<file path="src/rtl/ram_bank_arb.sv">
// ram_bank_arb: two-requester round-robin arbiter and read sequencer for a dual-port ram_bank
module ram_bank_arb #(
   parameter int ADDR_BIT = 3,
   parameter int DATA_BIT = 16,
   parameter int RD_LAT   = 1
) (
   input  logic                clk,
   input  logic                rst_n,
   input  logic                r0_req,
   input  logic                r0_we,
   input  logic [ADDR_BIT-1:0] r0_addr,
   input  logic [DATA_BIT-1:0] r0_wdata,
   output logic                r0_gnt,
   output logic                r0_rvalid,
   output logic [DATA_BIT-1:0] r0_rdata,
   input  logic                r1_req,
   input  logic                r1_we,
   input  logic [ADDR_BIT-1:0] r1_addr,
   input  logic [DATA_BIT-1:0] r1_wdata,
   output logic                r1_gnt,
   output logic                r1_rvalid,
   output logic [DATA_BIT-1:0] r1_rdata,
   output logic                en,
   output logic                we,
   output logic                re,
   output logic [ADDR_BIT-1:0] addr_w,
   output logic [DATA_BIT-1:0] d_w,
   output logic [ADDR_BIT-1:0] addr_r,
   input  logic [DATA_BIT-1:0] d_r
);
   localparam int T = RD_LAT - 1;
   logic                wptr, rptr;
   logic                wc0, wc1, rc0, rc1, w_win, r_win;
   logic [RD_LAT-1:0]   p_valid, p_id, p_byp;
   logic [DATA_BIT-1:0] p_bdata [RD_LAT];
   logic [DATA_BIT-1:0] tail_data;
   // candidates are masked by reset so grants and strobes stay low while rst_n is low
   assign wc0 = rst_n & r0_req & r0_we;
   assign wc1 = rst_n & r1_req & r1_we;
   assign rc0 = rst_n & r0_req & ~r0_we;
   assign rc1 = rst_n & r1_req & ~r1_we;
   assign w_win = (wc0 & wc1) ? wptr : wc1;
   assign r_win = (rc0 & rc1) ? rptr : rc1;
   assign we = wc0 | wc1;
   assign re = rc0 | rc1;
   assign en = we | re;
   assign r0_gnt = (wc0 & ~w_win) | (rc0 & ~r_win);
   assign r1_gnt = (wc1 & w_win) | (rc1 & r_win);
   assign addr_w = !we ? '0 : w_win ? r1_addr : r0_addr;
   assign d_w    = !we ? '0 : w_win ? r1_wdata : r0_wdata;
   assign addr_r = !re ? '0 : r_win ? r1_addr : r0_addr;
   assign tail_data = p_byp[T] ? p_bdata[T] : d_r;
   assign r0_rvalid = p_valid[T] & ~p_id[T];
   assign r1_rvalid = p_valid[T] & p_id[T];
   assign r0_rdata  = r0_rvalid ? tail_data : '0;
   assign r1_rdata  = r1_rvalid ? tail_data : '0;
   // round-robin pointers favour the loser of each accepted operation on their own port
   always_ff @(posedge clk or negedge rst_n) begin
      if (!rst_n) begin
         wptr <= 1'b0;
         rptr <= 1'b0;
      end else begin
         if (we) wptr <= ~w_win;
         if (re) rptr <= ~r_win;
      end
   end
   // in-flight read tracker; a same-address write in the read cycle is captured for bypass
   always_ff @(posedge clk or negedge rst_n) begin
      if (!rst_n) begin
         p_valid <= '0;
         p_id    <= '0;
         p_byp   <= '0;
         for (int i = 0; i < RD_LAT; i++) p_bdata[i] <= '0;
      end else begin
         p_valid[0] <= re;
         p_id[0]    <= r_win;
         p_byp[0]   <= we & re & (addr_w == addr_r);
         p_bdata[0] <= d_w;
         for (int i = 1; i < RD_LAT; i++) begin
            p_valid[i] <= p_valid[i-1];
            p_id[i]    <= p_id[i-1];
            p_byp[i]   <= p_byp[i-1];
            p_bdata[i] <= p_bdata[i-1];
         end
      end
   end
endmodule

</file>
<file path="config.mk">
export PLATFORM = sky130hd
export DESIGN_NAME = ram_bank_arb
export DESIGN_NICKNAME = d
export VERILOG_FILES = /design/src/rtl/ram_bank_arb.sv
export SDC_FILE = /design/constraint.sdc
export NUM_CORES = 1
export LEC_CHECK = 0
export ABC_CLOCK_PERIOD_IN_PS = 1900
export BUFFER_PORTS_ARGS = -buffer_cell sky130_fd_sc_hd__buf_2
export CAP_MARGIN = 20
export CORE_MARGIN = 2
export CORE_UTILIZATION = 39
export CTS_BUF_LIST = sky130_fd_sc_hd__clkbuf_16
export CTS_CLUSTER_DIAMETER = 200
export DETAILED_ROUTE_END_ITERATION = 16
export HOLD_SLACK_MARGIN = 0.05
export PLACE_DENSITY = 0.83
export SLEW_MARGIN = 0
export SYNTH_ARGS = -nofsm -noshare
export SYNTH_HDL_FRONTEND = slang
export SYNTH_SLANG_ARGS = --single-unit
export TNS_END_PERCENT = 5
</file>
<file path="constraint.sdc">
create_clock -name clk -period 1.9 [get_ports clk]
set_clock_uncertainty 0.05 [all_clocks]
set_input_delay 0.095 -clock clk [delete_from_list [all_inputs] [get_ports clk]]
set_output_delay 0.095 -clock clk [all_outputs]
set_load 0.03 [all_outputs]
</file>
* Yosys cells after proc, flatten, opt, wreduce, memory -nomap -nowiden
Cells that the tools add are included.
** Storage, ports and cells
- Register bits :: 21
- Input port bits :: 60
- Word-level logic and storage cells :: 44
** Cells by class
- Equal/unequal tests :: 1
- Muxes and demuxes :: 11
- Bitwise logic cells :: 26
** Operators by type and width (count)
- 16-bit two-way mux :: 5
- 1-bit AND :: 16
- 3-bit two-way mux :: 4
- 1-bit inverter :: 5
- 1-bit OR :: 5
- 3-bit equality test :: 1
- 1-bit two-way mux :: 2

* Longest topological paths before layout
Gate-level depths: netlist of run 1.
- Depth after elaboration :: 8
- Mapped depth :: 6
- Mapped depth without buffers :: 5

* Least setup slack after synthesis of run 1
OpenSTA, ideal clock, no wires.
- Path type :: flip-flop to flip-flop
- From :: register rptr
- To :: register p_byp
- Library setup time :: 0.067 ns
- Data arrival time :: 1.671 ns
- Setup slack :: 0.113 ns
- Cell stages (with the launch flop) :: 6
- Buffers on the path :: 0
- Period minus slack after synthesis :: 1.787 ns
- Cell sequence :: dfrtp_1 nor3b_4 o31ai_1 a21oi_1 xnor2_1 o2111a_1
** On the way
- Word-level cells in the longest chain between the ends :: 5
** Ends and longest elaborated chain
- start: declaration :: line 32 : logic wptr, rptr;
- start signal: assignment :: line 64 : if (re) rptr <= ~r_win;
- 1-bit two-way mux :: line 43 : assign r_win = (rc0 & rc1) ? rptr : rc1;
- 3-bit two-way mux (2 in a row) :: line 51 : assign addr_r = !re ? '0 : r_win ? r1_addr : r0_addr;
- named net addr_r[0] :: line 28 : output logic [ADDR_BIT-1:0] addr_r,
- 3-bit equality test :: line 77 : p_byp[0] <= we & re & (addr_w == addr_r);
- 1-bit AND :: line 77
- end signal: indexed assignment :: line 82 : p_byp[i] <= p_byp[i-1];
- end: declaration :: line 34 : logic [RD_LAT-1:0] p_valid, p_id, p_byp;
The timed path passes the listed nets, and every way through them passes these cells.
A chain may end at the register's enable or synchronous reset.

* Worst setup path in the final report of run 1
- From :: input port rst_n
- To :: output port addr_r[0]
** On the way
- Word-level cells in the longest chain between the ends :: 6
** Ends and longest elaborated chain
- start: declaration :: line 8 : input logic rst_n,
- 1-bit AND, on equally long branches (2 in a row) :: line 40, 41
- 1-bit AND :: line 43
- 1-bit two-way mux :: line 43
- 3-bit two-way mux :: line 51
- 3-bit two-way mux * :: line 51
- end: declaration :: line 28
Every way passes the cells marked *; elsewhere a longest branch is shown, timed or not.

==> flow_summary.toml, run 1 <==
[sta]
finalSetupViolations = 0
fin_crit_sh = 0.924
rsz0062_at_grt = "false"
relSlewSlack = 0.583
min_period_ns = 1.76
hold_viol = 0
fmax_mhz = 570
tightestPinTransition_ns = 0.625
tns_ns = 0
final-max-slew-violation-count = 0
setup_slack_ns = 0.145

[status]
status = "finished clean"

[floorplanning]
ios = 121
fp.dieH_um = 64.9
die_area_um2 = 4210
std_cell_rows = 22
coreArea_um2 = 3610
initial_core_util = 0.401
fp.dieW_um = 64.9

[synthesis]
netlist_instances = 188
ys_seq_area_frac = 0.364
ys_types = 32
syn-num-nets = 248
syn_area_per_cell_um2 = 7.69
synth_area_leaders = "dfrtp_1 (36%), mux2i_1 (11%), nand2_1 (11%), nor2_1 (9.4%), a21oi_1 (7.6%)"
ys_ff_latch = 21
synth.largest_area_cell = "dfrtp_1"
synth.top_cell.area_share = 0.364
syn_area_um2 = 1450
ys_warn_count = 0

[detailed_routing]
drtPass1Iterations = 5
routed_wirelength_mm = 4.36
wl_per_cell_um = 12.0
vias = 1761
drt_iter0_drc = 28
viasPerCell = 4.85
drc_errors = 0
route.antenna.remaining_nets = 0

[worst_setup_path]
crit_type = "in -> out"
cp_data_required_time_ns = 1.75
slowest_delay_ns = 0.59
path_common_cell = "buf_2"
arrival_ns = 1.61
cp_cell_sequence = "buf_2 > dlygate4sd3_1 > buf_6 > o21ai_1 > a21oi_2 > buf_2"
cp_max_fo = 19
cp-start-kind = "input port"
crit_path_top_delay_cell = "dlygate4sd3_1"
crit_path_end_kind = "primary output"

[final_layout]
drive_gt1_frac = 0.438
stdcell_area_um2 = 2270
insertedDiodeCount = 0
syn2layout_area_growth_pct = 56.9
final_cell_mix = "buf_2 (120), nand2_1 (42), nor2_1 (36), a21oi_1 (21), dfrtp_1 (21)"
final_common_cell = "buf_2"
nets = 376
fin_util = 0.629
fill_cells = 318

[grt]
grt_start_max_net_pins = 22
grt_pass1_wl_mm = 6.58
grt_usage = 0.197
overflow = 0
grt_pass1_vias = 1504
antenna_found_initial = 0

[place]
gp_congestion = 0.798
post-place-ws_ns = 0.405
hpwl_mm = 3.39
placed_area_um2 = 2090
io_buffers = 120

[clock_tree]
cts_setup_buffers = 0
clockBufferDepth = 2
worstSkewPairLatency_ns = 0.25
clock_sinks = 21
cts_tree = "yes"
htreeDepth = 1
ctsRootBufferMaster = "clkbuf_16"
clk_pin_slew_ns = 0.06
numCtsBuffers = 3

[power_and_ir_drop]
p_leak_nw = 1.31
ir_worst_vdd_uv = 298
power_density_nw_per_um2 = 586

[min_path]
hold_path.class = "in -> reg"

[run]
maxCapViolCount = 0
==> synth_stat cells <==
cell type,n
nand4b_1,1
a21oi_1,22
inv_1,5
nand3b_4,1
nand3_1,2
a21bo_2,1
o21ai_0,2
clkbuf_1,5
nor3_4,1
a21oi_2,1
xor2_1,1
nor2_1,36
buf_4,1
nand2_1,42
a31oi_1,3
a22o_1,1
and2_4,1
o21ai_1,1
buf_6,1
and3_1,2
mux2i_1,16
nand4_1,2
a211o_1,1
dfrtp_1,21
o31ai_1,2
o2111a_1,1
nand2b_1,2
xnor2_1,2
nor3b_4,1
buf_2,6
or2_4,1
nor2b_1,3
==> logic make-up after synthesis <==
kind of cell | Yosys count | synth area share
AOI/OAI and AO/OA | 35 | 0.143
xor gates and xnor gates | 3 | 0.0182
buffers and inverters | 18 | 0.0597
DFF | 21 | 0.364
muxes | 16 | 0.111
and+or+nand+nor | 95 | 0.305
==> metrics by stage <==
| stage | hold WS, ns | cells | power (mW) |
|---|---|---|---|
| 2_1_floorplan | -0.251 | 188 | 0.747 |
| 3_3_place_gp | -0.147 | 350 | 0.889 |
| 3_5_place_dp | -0.151 | 350 | 0.894 |
| 4_1_cts | 0.0505 | 363 | 1.34 |
| 5_1_grt | 0.0587 | 363 | 1.40 |
| 6_report | 0.0507 | 363 | 1.33 |
==> worst max-delay path: cells and delay by family <==
kind / cells / cell delay [ns]
buffers and inverters: 4 / 1.13
AO/OA/AOI/OAI: 2 / 0.39
==> layout make-up <==
| type | instances | area (um2) | area share |
|---|---|---|---|
| Clock buffer | 3 | 75.1 | 0.0331 |
| Tap cell | 48 | 60.1 | 0.0265 |
| Sequential cell | 21 | 526 | 0.232 |
| Multi-Input combinational cell | 149 | 837 | 0.369 |
| Inverter | 5 | 18.8 | 0.00828 |
| Timing Repair Buffer | 136 | 747 | 0.329 |
| Clock inverter | 1 | 3.75 | 0.00166 |
==> flip-flops by register name (all words and copies together) (netlist names) <==
register	count
p_id	1
p_byp	1
p_bdata	16
rptr	1
wptr	1
p_valid	1
==> path summary, 6_finish.rpt <==
check | depth (start not counted) | start | slack, ns | endpoint
hold / removal | 3 | r0_wdata[5] | 0.05 | p_bdata[5]$_DFF_PN0_
max in group asynchronous | 3 | rst_n | 1.26 | p_bdata[13]$_DFF_PN0_
setup reg to reg | 6 | wptr$_DFFE_PN0P_ | 0.16 | p_bdata[0]$_DFF_PN0_
setup / recovery | 6 | rst_n | 0.14 | addr_r[0]
hold reg to reg | 2 | wptr$_DFFE_PN0P_ | 0.45 | wptr$_DFFE_PN0P_
min in group asynchronous | 2 | rst_n | 0.16 | rptr$_DFFE_PN0N_
==> layer usage <==
layer | vias up | global-route usage | routed length, um
li1 | 881 | - | -
met1 | 785 | 0.227 | 1770
met2 | 89 | 0.367 | 2170
met3 | 6 | 0.0365 | 367
met4 | 0 | 0.0612 | 55
met5 | - | 0 | 0
==> what timing repair did <==
item | in CTS | in global routing
endpoints found under the hold margin | 27 | 0
setup endpoints to repair | 0 | 1
hold buffers | 9 | 0
resized for setup | 0 | 2
==> where the power goes <==
group	leakage, nW	switching (mW)	internal (mW)
logic	0.985	0.255	0.159
clock network	0.0423	0.147	0.280
registers	0.280	0.0142	0.474
Power figures use the tool's default switching activity.
==> run 2: changes to the inputs <==
--- a/config.mk
+++ b/config.mk
@@ -6,15 +6,15 @@
 export NUM_CORES = 1
 export LEC_CHECK = 0
 export ABC_CLOCK_PERIOD_IN_PS = 1900
-export BUFFER_PORTS_ARGS = -buffer_cell sky130_fd_sc_hd__buf_2
 export CAP_MARGIN = 20
 export CORE_MARGIN = 2
-export CORE_UTILIZATION = 39
+export CORE_UTILIZATION = 62
 export CTS_BUF_LIST = sky130_fd_sc_hd__clkbuf_16
 export CTS_CLUSTER_DIAMETER = 200
 export DETAILED_ROUTE_END_ITERATION = 16
+export DONT_BUFFER_PORTS = 1
 export HOLD_SLACK_MARGIN = 0.05
-export PLACE_DENSITY = 0.83
+export PLACE_DENSITY = 0.8
 export SLEW_MARGIN = 0
 export SYNTH_ARGS = -nofsm -noshare
 export SYNTH_HDL_FRONTEND = slang
==> run 2 against run 1 <==
Compared with the run above: the run now fails in clock tree synthesis; synthesized cell count unchanged; area after synthesis is the same.
==> flow_summary.toml, run 2 <==
[status]
status = "did not finish"
stop_stage = "clock tree synthesis"
tool.error = "[ERROR DPL-0038] Utilization greater than 100%, impossible to legalize"

[synthesis]
ys_async_sr_fraction = 1.00
syn-num-nets = 248
synth_common_cells = "nand2_1 (42), nor2_1 (36), a21oi_1 (22)"
ys_ff_latch = 21
muxShareOfSynthArea = 0.111
yosys.area_share.adder = 0
synth-compound-area-share = 0.143
synth_edf_count = 0
ys_warn_count = 0
syn_area_per_cell_um2 = 7.69
syn_area_um2 = 1450
synth.top_cell.area_share = 0.364
ys_types = 32
synth_most_common_cell = "nand2_1"
synth_ff_type = "dfrtp_1"
ys_seq_area_frac = 0.364
synth_area_leaders = "dfrtp_1 (36%), mux2i_1 (11%), nand2_1 (11%), nor2_1 (9.4%), a21oi_1 (7.6%)"
synth.largest_area_cell = "dfrtp_1"
synth_top_family_by_area = "simple AND/OR/NAND/NOR gates"
netlist_instances = 188
synthSimpleGateAreaFrac = 0.305
synthXorXnorAreaFrac = 0.0182

[floorplanning]
std_cell_rows = 17
initial_core_util = 0.653
ios = 121
fp.dieH_um = 52.3
fp.dieW_um = 52.3

[clock_tree]
numCtsBuffers = 3
ctsRootBufferMaster = "clkbuf_16"
cts_resized = 0
cts_setup_buffers = 0
htreeDepth = 1
hold_buffers = 39
clock_sinks = 21
clockBufferDepth = 2

[place]
io_buffers = 0
dp.cells = 260
gp_congestion = 0.820
hpwl_mm = 3.61
## run 2: cells by family after synthesis
| kind of cell | Yosys count |
|---|---|
| AO/OA/AOI/OAI | 35 |
| buffers and inverters | 18 |
| flip-flops | 21 |
| multiplexers | 16 |
| XOR/XNOR | 3 |
| AND/OR/NAND/NOR | 95 |
## run 2: metrics by stage
step,area [um2],hold WS [ns],utilization,worst slack [ns]
floorplan,1450,-0.251,-,0.113
global placement,1850,-0.250,0.838,0.382
detailed placement,1850,-0.250,0.838,0.299
==> run 3: changes to the inputs <==
--- a/config.mk
+++ b/config.mk
@@ -8,13 +8,10 @@
 export ABC_CLOCK_PERIOD_IN_PS = 1900
 export CAP_MARGIN = 20
 export CORE_MARGIN = 2
-export CORE_UTILIZATION = 62
-export CTS_BUF_LIST = sky130_fd_sc_hd__clkbuf_16
-export CTS_CLUSTER_DIAMETER = 200
+export CORE_UTILIZATION = 40
 export DETAILED_ROUTE_END_ITERATION = 16
 export DONT_BUFFER_PORTS = 1
-export HOLD_SLACK_MARGIN = 0.05
-export PLACE_DENSITY = 0.8
+export PLACE_DENSITY_LB_ADDON = 0.15
 export SLEW_MARGIN = 0
 export SYNTH_ARGS = -nofsm -noshare
 export SYNTH_HDL_FRONTEND = slang
==> run 3 against run 2 <==
Compared with the run above: the run now ends clean.
==> flow_summary.toml, run 3 (synthesized netlist as in run 1, its figures left out) <==
[status]
status = "finished clean"

[grt]
use_met3 = 0.0511
use_met1 = 0.283
grt_start_max_net_pins = 23
antenna_found_initial = 0
overflow = 0
grt_pass1_wl_mm = 7.87
grt_pass1_vias = 1662
grtUsageMet2 = 0.439
grt_busiest_layer = "met2"
grt_usage = 0.240

[clock_tree]
cts_tree = "yes"
worstSkewPairLatency_ns = 0.30
clockBufferDepth = 2
clock_sinks = 21
numCtsBuffers = 3
ctsRootBufferMaster = "clkbuf_4"
htreeDepth = 1
clk_pin_slew_ns = 0.12

[worst_setup_path]
r2r-start = "wptr$_DFFE_PN0P_"
cp_data_required_time_ns = 2.08
cp_num_buf_inv = 1
crit_path_start = "wptr$_DFFE_PN0P_"
crit_type = "reg -> reg"
cp_cell_sequence = "nand3b_4 > and2_4 > nand2_1 > a21oi_1 > dlygate4sd3_1"
cp_top_family = "buffers and inverters"
cp_max_fo = 21
crit_path_top_delay_cell = "dlygate4sd3_1"
crit_path_end_kind = "flop"
slowest_delay_ns = 0.59
cp-start-kind = "flop"
arrival_ns = 2.02

[floorplanning]
fp.dieH_um = 64.1
die_area_um2 = 4110
std_cell_rows = 21
fp.dieW_um = 64.1
coreArea_um2 = 3420
ios = 121
initial_core_util = 0.423

[sta]
fmax_mhz = 543
finalSetupViolations = 0
hold_viol = 0
relSlewSlack = 0.589
tightestPinTransition_ns = 0.617
fin_crit_sh = 0.968
tns_ns = 0
min_period_ns = 1.84
final-max-slew-violation-count = 0

[final_layout]
insertedDiodeCount = 0
largest_reg_flops = 16
drive_gt1_frac = 0.267
nets = 338
top_register = "p_bdata"
syn2layout_area_growth_pct = 61.3
final_common_cell = "buf_4"
final_cell_mix = "buf_4 (58), nand2_1 (42), dlygate4sd3_1 (39), nor2_1 (36), dfrtp_1 (21)"
fin_cells = 323

[place]
hpwl_mm = 3.50
dp.cells = 279
io_buffers = 0
gp_congestion = 0.844

[detailed_routing]
drtPass1Iterations = 4
vias = 1675
drc_errors = 0
drt_iter0_drc = 88
route.antenna.remaining_nets = 0
wl_per_cell_um = 15.6
viasPerCell = 5.19
routed_wirelength_mm = 5.03

[run]
maxCapViolCount = 0

[power_and_ir_drop]
p_leak_nw = 1.17
ir_worst_vdd_uv = 254
power_density_nw_per_um2 = 479

[min_path]
hold_path.class = "in -> reg"
worstHoldStart = "r1_req"
==> run 3: per-stage QoR <==
stage / total power [mW] / hold slack [ns] / utilization / area (um2) / setup WS, ns
finish: 1.12 / 0.0244 / 0.682 / 2330 / 0.0600
global route: 1.18 / 0.0199 / 0.682 / 2330 / -0.0141
CTS: 1.11 / 0.0172 / 0.670 / 2290 / 0.104
detailed placement: 0.828 / -0.249 / 0.548 / 1870 / 0.293
global placement: 0.819 / -0.250 / 0.548 / 1870 / 0.372
floorplan: 0.747 / -0.251 / - / 1450 / 0.113
==> run 3: worst register-to-register path, delay by kind of cell, from the launching register on <==
kind	cells	cell delay, ns
buf+inv	1	0.59
simple gates	3	0.54
flops	1	0.36
compound gates	1	0.23
==> run 3: routing by layer <==
layer	wire length (um)	vias to the layer above	share of wire
li1	-	800	-
met1	1950	776	0.39
met5	0	-	0
met4	44	0	0.0087
met3	437	4	0.087
met2	2590	95	0.52
==> run 3: timing repair <==
item                                    CTS  global route
resized for setup                         0             5
endpoints found under the hold margin    41             0
hold buffers                             39             0
endpoints found under the setup margin    0             6
setup buffers                             0             0
==> run 3: power breakdown <==
part | internal [mW] | leakage [nW] | switching (mW) | total, mW
clock network | 0.0815 | 0.0150 | 0.126 | 0.208
registers | 0.473 | 0.280 | 0.0155 | 0.489
logic | 0.179 | 0.875 | 0.242 | 0.421
total | 0.734 | 1.17 | 0.384 | 1.12
==> run 3: cell type report <==
cell class / count / area [um2]
sequential: 21 / 526
inverter: 5 / 18.8
fill: 273 / 1080
clock buffer: 4 / 26.3
timing repair buffer: 98 / 853
multi-input combinational: 149 / 850
tap: 46 / 57.6
==> run 3: worst paths after layout <==
kind	cells after the start	slack (ns)	end
hold / removal	3	0.02	p_byp$_DFF_PN0_
setup / recovery	5	0.06	p_bdata[1]$_DFF_PN0_
setup reg to reg	5	0.06	p_bdata[1]$_DFF_PN0_
min in group asynchronous	2	0.19	p_valid$_DFF_PN0_
max in group asynchronous	2	1.46	p_bdata[10]$_DFF_PN0_
hold reg to reg	2	0.46	wptr$_DFFE_PN0P_
